--- config.mk ---
export PLATFORM = sky130hd
export DESIGN_NAME = nn_accel
export DESIGN_NICKNAME = d
export VERILOG_FILES = /design/src/rtl/nn_accel.sv
export SDC_FILE = /design/constraint.sdc
export NUM_CORES = 1
export LEC_CHECK = 0
export BUFFER_PORTS_ARGS = -buffer_cell sky130_fd_sc_hd__buf_2
export CAP_MARGIN = 20
export CORE_AREA = 2 2 145 218
export CTS_CLUSTER_SIZE = 14
export DETAILED_ROUTE_END_ITERATION = 10
export DIE_AREA = 0 0 147 220
export GPL_ROUTABILITY_DRIVEN = 1
export PLACE_DENSITY = 0.71
export SLEW_MARGIN = 30
export SYNTH_ARGS = -nofsm -noshare
export SYNTH_HDL_FRONTEND = slang
export SYNTH_SLANG_ARGS = --single-unit
--- constraint.sdc ---
create_clock -name clk -period 14.8 [get_ports clk]
set_input_delay 2.22 -clock clk [delete_from_list [all_inputs] [get_ports clk]]
set_output_delay 2.22 -clock clk [all_outputs]
set_load 0.01 [all_outputs]
--- src/rtl/nn_accel.sv ---
// nn_accel: streaming fixed-point dot-product accelerator driven by the CPU enable/start handshake.
// Define NN_ACCEL_RELU_EN to write negative saturated results as zero.
module nn_accel #(
  parameter int          N_IN   = 16,
  parameter logic [15:0] X_BASE = 16'h0040,
  parameter logic [15:0] W_BASE = 16'h0080,
  parameter logic [15:0] Y_ADDR = 16'h00C0,
  parameter int          FRAC   = 8
) (
  input  logic        clk,
  input  logic        rst_n,
  input  logic        iACC_en,
  input  logic        iACC_start,
  output logic        oACC_done,
  output logic        oMemReq,
  output logic [15:0] oMemAddr,
  output logic        oMemRead,
  input  logic [15:0] iMemData,
  output logic        oMemWrite,
  output logic [15:0] oMemWData
);
  typedef enum logic [2:0] {IDLE, FETCH_X, FETCH_W, MAC, WRITE, DONE} state_t;
  localparam int IW = (N_IN > 1) ? $clog2(N_IN) : 1;
  state_t state, state_nxt;
  logic [IW-1:0] idx, idx_nxt;
  logic signed [15:0] x, x_nxt;
  logic signed [31:0] prod;
  logic signed [39:0] acc, acc_nxt, shifted;
  logic [15:0] result, wval, addr_nxt, wdata_nxt;
  logic prev_start, start_ev, last;
  logic done_nxt, req_nxt, rd_nxt, wr_nxt;
  assign start_ev = iACC_en & iACC_start & ~prev_start;
  assign last     = idx == IW'(N_IN - 1);
  assign prod     = x * $signed(iMemData);
  // Output registers load from next-state values, so wdata must see the freshly updated sum.
  assign shifted  = acc_nxt >>> FRAC;
  assign result   = shifted > 40'sd32767 ? 16'h7FFF :
                    shifted < -40'sd32768 ? 16'h8000 : shifted[15:0];
`ifdef NN_ACCEL_RELU_EN
  assign wval = result[15] ? 16'h0000 : result;
`else
  assign wval = result;
`endif
  always_comb begin
    state_nxt = state;
    idx_nxt   = idx;
    x_nxt     = x;
    acc_nxt   = acc;
    case (state)
      IDLE, DONE: if (start_ev) begin
        state_nxt = FETCH_X;
        idx_nxt   = '0;
        acc_nxt   = '0;
      end
      FETCH_X: state_nxt = FETCH_W;
      FETCH_W: begin
        state_nxt = MAC;
        x_nxt     = iMemData;
      end
      MAC: begin
        acc_nxt   = acc + 40'(prod);
        state_nxt = last ? WRITE : FETCH_X;
        idx_nxt   = last ? idx : idx + 1'b1;
      end
      WRITE:   state_nxt = DONE;
      default: state_nxt = IDLE;
    endcase
    if (!iACC_en && state != IDLE) state_nxt = IDLE;
  end
  always_comb begin
    req_nxt   = state_nxt inside {FETCH_X, FETCH_W, MAC, WRITE};
    rd_nxt    = state_nxt == FETCH_X || state_nxt == FETCH_W;
    wr_nxt    = state_nxt == WRITE;
    done_nxt  = state_nxt == DONE;
    addr_nxt  = state_nxt == FETCH_X ? X_BASE + 16'(idx_nxt) :
                state_nxt == FETCH_W ? W_BASE + 16'(idx_nxt) :
                state_nxt == WRITE   ? Y_ADDR : 16'h0000;
    wdata_nxt = state_nxt == WRITE ? wval : 16'h0000;
  end
  always_ff @(posedge clk or negedge rst_n) begin
    if (!rst_n) begin
      state      <= IDLE;
      idx        <= '0;
      x          <= '0;
      acc        <= '0;
      prev_start <= 1'b0;
      oACC_done  <= 1'b0;
      oMemReq    <= 1'b0;
      oMemRead   <= 1'b0;
      oMemWrite  <= 1'b0;
      oMemAddr   <= '0;
      oMemWData  <= '0;
    end else begin
      state      <= state_nxt;
      idx        <= idx_nxt;
      x          <= x_nxt;
      acc        <= acc_nxt;
      prev_start <= iACC_start;
      oACC_done  <= done_nxt;
      oMemReq    <= req_nxt;
      oMemRead   <= rd_nxt;
      oMemWrite  <= wr_nxt;
      oMemAddr   <= addr_nxt;
      oMemWData  <= wdata_nxt;
    end
  end
endmodule

Yosys cells after proc, flatten, opt, wreduce, memory -nomap -nowiden
Cells that the tools add are included.
{"block": "totals", "register_bits": 93, "latch_bits": 0, "ram_bits": 0, "rom_bits": 0, "input_bits": 20, "elab_cells": 58, "mem_count": 0}
{"block": "classes", "add_sub_neg": 4, "multipliers": 1, "div_mod_pow": 0, "magnitude_cmp": 2, "eq_ne": 12, "shift": 0, "mux": 15, "n_bitwise": 3, "n_reduce_logical": 9}
{"op": "one-hot mux 40 bit (2 select lines)", "count": 1}
{"op": "2-to-1 mux 16 bit", "count": 3}
{"op": "adder 40 x 32 -> 40 bit", "count": 1}
{"op": "2-to-1 mux 40 bit", "count": 1}
{"op": "greater-than comparator 32 x 16 -> 1 bit (second input constant)", "count": 1}
{"op": "less-than comparator 32 x 16 -> 1 bit (second input constant)", "count": 1}
{"op": "multiplier 16 x 16 -> 32 bit", "count": 1}
{"op": "2-to-1 mux 9 bit", "count": 2}
{"op": "one-hot mux 3 bit (5 select lines)", "count": 1}
{"op": "== test 3 x 2 -> 1 bit (second input constant)", "count": 4}
{"op": "== test 3 bit (second input constant)", "count": 4}
{"op": "adder 8 x 4 -> 9 bit (first input constant)", "count": 1}
{"op": "2-to-1 mux 3 bit", "count": 3}
{"op": "adder 7 x 4 -> 8 bit (first input constant)", "count": 1}
{"op": "2-to-1 mux 4 bit", "count": 2}
{"op": "2-to-1 mux 8 bit", "count": 1}
{"op": "one-hot mux 4 bit (2 select lines)", "count": 1}
{"op": "== test 3 x 1 -> 1 bit (second input constant)", "count": 2}
{"op": "adder 4 x 1 -> 4 bit (second input constant)", "count": 1}
{"op": "== test 4 bit (second input constant)", "count": 1}
{"op": "nonzero test 4 bit", "count": 1}
{"op": "logical NOT 3 bit", "count": 1}
{"op": "nonzero test 3 bit", "count": 1}
{"op": "AND 1 bit", "count": 2}
{"op": "8 further kinds", "count": 8}

Depth between registers and ports, before layout
{"block": "depth", "word_depth": 9, "depth_mapped": 27}

Worst setup path after synthesis
OpenSTA, ideal clock, no wires.
{"block": "synth_timing", "kind": "input port to flip-flop", "startpoint": "input port iMemData[1]", "endpoint": "register oMemWData[10]", "t_arrival_ns": 9.144, "required_ns": 14.675, "setup_slack_ns": 5.530, "stages": 25, "n_path_buf": 2, "path_cell_list": "clkbuf_1 nand2_1 inv_1 fa_1 fa_1 fa_1 inv_1 fa_1 inv_1 fa_1 inv_1 fa_1 inv_1 ha_1 a21oi_1 o2111ai_1 a21o_1 a221oi_1 and2_1 xnor2_1 a22o_1 or4_4 o211ai_4 buf_6 o21ai_2"}
{"block": "synth_via", "elab_chain_cells": 7, "word_cells_on_any_way": 8, "classes_between": "add/sub (1); mul (1); order compare (2); mux (4)"}
{"element": "start, declared", "line_no": "18", "text": "input logic [15:0] iMemData,"}
{"element": "multiplier 16 x 16 -> 32 bit (*)", "line_no": "34", "text": "assign prod = x * $signed(iMemData);"}
{"element": "adder 40 x 32 -> 40 bit (*)", "line_no": "61", "text": "acc_nxt = acc + 40'(prod);"}
{"element": "one-hot mux 40 bit (2 select lines) (*)", "line_no": "49", "text": "case (state)"}
{"element": "via acc_nxt[37]", "line_no": "28", "text": "logic signed [39:0] acc, acc_nxt, shifted;"}
{"element": "less-than comparator 32 x 16 -> 1 bit", "line_no": "38", "text": "shifted < -40'sd32768 ? 16'h8000 : shifted[15:0];"}
{"element": "2-to-1 mux 16 bit", "line_no": "38"}
{"element": "2-to-1 mux 16 bit (*)", "line_no": "37", "text": "assign result = shifted > 40'sd32767 ? 16'h7FFF :"}
{"element": "2-to-1 mux 16 bit (*)", "line_no": "78", "text": "wdata_nxt = state_nxt == WRITE ? wval : 16'h0000;"}
{"element": "via wdata_nxt[10]", "line_no": "29", "text": "logic [15:0] result, wval, addr_nxt, wdata_nxt;"}
{"element": "end signal, assigned", "line_no": "104", "text": "oMemWData <= wdata_nxt;"}
{"element": "end, declared", "line_no": "20", "text": "output logic [15:0] oMemWData"}
Mark *: on every way through the listed nets, which the timed path passes. The rest lies on a longest branch.
A chain may end at the register's enable or synchronous reset.

Worst setup path after layout
{"block": "layout_timing", "startpoint": "input port iMemData[1]", "endpoint": "register oMemWData[14]"}
{"block": "layout_via", "elab_chain_cells": 7, "word_cells_on_any_way": 8, "classes_between": "add/sub (1); mul (1); order compare (2); mux (4)"}
{"element": "multiplier 16 x 16 -> 32 bit (*)", "line_no": "34"}
{"element": "adder 40 x 32 -> 40 bit (*)", "line_no": "61"}
{"element": "one-hot mux 40 bit (2 select lines) (*)", "line_no": "49"}
{"element": "less-than comparator 32 x 16 -> 1 bit", "line_no": "38"}
{"element": "2-to-1 mux 16 bit", "line_no": "38"}
{"element": "2-to-1 mux 16 bit (*)", "line_no": "37"}
{"element": "2-to-1 mux 16 bit (*)", "line_no": "78"}
{"element": "via wdata_nxt[14]", "line_no": "29"}
Marked as above.

==> run metrics <==
HP Class reg2reg; number of synthesized register bits 90; Wirelength per Cell 18.6 µm; Final GP Congestion 0.918; row count 79; Yosys warnings 0; status completed; area of the core 30600 µm²; RSZ-0062 raised after global routing no; Cell Area, Synth 16500 µm²; Finished Cell Area 17300 µm²; grt total ovfl 0; ys flop type dfrtp_1; antenna-violating nets left 0; crit-path max FO 17; deepest clock path buffer count 2; ys async rst share 100%; worst path required time 15070 ps; postcts setup bufs 0; Reg clk slew, reported paths 70 ps; number of synthesized flops with an enable pin 0; Synth-to-Final Area Change 4.94%; wire length after detailed routing 40300 µm; worst-skew pair later-pin latency 370 ps; vias 11900; CTS tree done; drt via density 5.50; max-capacitance violation count 0; # DRC 0; CTS root buffer clkbuf_16; # diodes 0; first-pass GRT wire length 66800 µm; Total Die Area 32300 µm²; Num CTS Buffers 9; cells along the critical path buf_2 > nand2_1 > inv_1 > fa_1 > fa_1 > fa_1 > inv_1 > fa_1 > inv_1 > fa_1 > inv_1 > fa_1 > inv_1 > ha_1 > a21oi_1 > o2111ai_1 > a21o_1 > or2_2 > o211ai_2 > nor2_1 > a221o_1 > nor4b_1 > a41oi_4 > nor3_1; # setup viols final 0; TritonRoute pass-1 iters 5; IO buf count 45; clk_skew 13.0 ps; final setup TNS 0 ps; initial antenna violation count 0; vias in the first global route 13100; post-CTS resize count 0; Slew Viols, Final 0; Cells after Synth 1765; Die Y 220 µm; die width 147 µm; CTS sink count 90; Critical Path AT 10090 ps; fin crit period 9820 ps; hpwl dp 34100 µm; Most common cell on crit path fa_1; fin crit share 66.3%; hold_buf cts 0; library cells used by synthesis 71; largest net degree at the start of global routing 68; initial drt markers 528; io pins 56; nature of the critical path endpoint register; max_slew headroom 38.7%; Fin. Hold Viols 0; share of layout cells above drive strength 1 6.24%; hold_ws 503 ps; fin nets 2226; Least-Margin Pin Slew 919 ps; CP Launch Type primary input; FMAX 102 MHz; Post-DP Area 17000 µm²; H-Tree Depth 3; Post-Syn Area per Cell 9.36 µm²; crit path max-delay cell type fa_1; Total GRT Usage 26.7%; Worst Path Class, Setup in2reg; register area share after synthesis 13.6%; CP peak stage delay 830 ps; Starting Density 53.9%
==> worst paths after layout <==
| kind | slack (ps) | to | depth (start not counted) | startpoint |
|---|---|---|---|---|
| worst min register to register | 500 | acc[6] | 2 | acc[6] |
| worst max-delay path | 4980 | oMemWData[14] | 24 | iMemData[1] |
| worst min-delay path | 500 | acc[6] | 2 | acc[6] |
| max in group asynchronous | 12090 | x[13] | 2 | rst_n |
| worst max register to register | 6270 | oMemWData[14] | 23 | x[15] |
| min in group asynchronous | 1750 | oMemAddr[7] | 1 | rst_n |
==> metrics by stage <==
stage	std cells	setup slack [ps]	utilization, %
finish	2169	4980	56.6
global route	2169	4350	56.6
CTS	2169	4880	56.5
detailed placement	2154	4520	55.5
global placement	2154	4700	55.5
floorplan	1774	5530	-
==> kinds of logic (layout without fill, tap and decap cells) <==
kind of cell | Yosys count | count (layout) | share of synthesized area (%)
fa+ha+maj | 446 | 446 | 48.8
xor+xnor | 38 | 38 | 2.02
simple gates | 451 | 451 | 13.4
buf+inv | 503 | 493 | 11.7
compound gates | 217 | 217 | 9.17
flops | 90 | 90 | 13.6
mux | 19 | 19 | 1.27
other cells | 1 | 10 | 0.0227
==> Yosys cell counts, types with 14 or more instances <==
| cell | instances | share of area, % |
|---|---|---|
| mux2_2 | 16 | 1.1 |
| dfrtp_1 | 90 | 14 |
| inv_1 | 428 | 9.7 |
| o21ai_0 | 41 | 1.2 |
| a22oi_1 | 14 | 0.64 |
| nand3_1 | 14 | 0.42 |
| nor2_1 | 46 | 1.0 |
| clkbuf_1 | 57 | 1.3 |
| xnor2_1 | 20 | 1.1 |
| and2_1 | 127 | 4.8 |
| nand2_1 | 201 | 4.6 |
| ha_1 | 116 | 8.8 |
| a21oi_1 | 51 | 1.5 |
| xor2_1 | 18 | 0.95 |
| fa_1 | 330 | 40 |
==> critical path, delay by kind of cell <==
kind	cells	cell delay [ps]
buffers and inverters	6	850
and+or+nand+nor	5	1320
AOI/OAI and AO/OA	6	1600
adders and majority gates	7	4060
==> registers in the layout, indices dropped and copies added, names as in the netlist <==
name and cells:
acc 40, idx 4, oACC_done 1, oMemAddr 6, oMemRead 1, oMemReq 1, oMemWData 16, oMemWrite 1
prev_start 1, state 3, x 16
==> routing by layer <==
layer  global-route usage, %  up-vias  part of all wire (%)  wire (µm)
li1                        -     5326                     -          -
met5                       0        -                     0          0
met1                    28.9     6193                    35      14100
met4                    16.0        0                   6.3       2520
met2                    50.9      287                    56      22700
met3                    1.95      124                   2.4        956
==> cell type report <==
cell class | instances | area, µm²
fillers | 2711 | 13300
inverters | 428 | 1610
repair buffers | 50 | 269
flip-flops and latches | 90 | 2250
clock buffers | 9 | 225
well taps | 405 | 507
clock inverters | 6 | 83.8
multi-input cells | 1181 | 12400
==> cell usage in the layout (no fill, tap or decap), types with 16 or more instances in the layout <==
cell     count
inv_1      428
fa_1       330
nand2_1    201
and2_1     127
ha_1       116
dfrtp_1     90
a21oi_1     51
nor2_1      44
buf_2       44
o21ai_0     41
xnor2_1     20
xor2_1      18
mux2_2      16
Power is not shown: default switching activity piles up to over one toggle a cycle in this logic, so the estimate is an artifact.
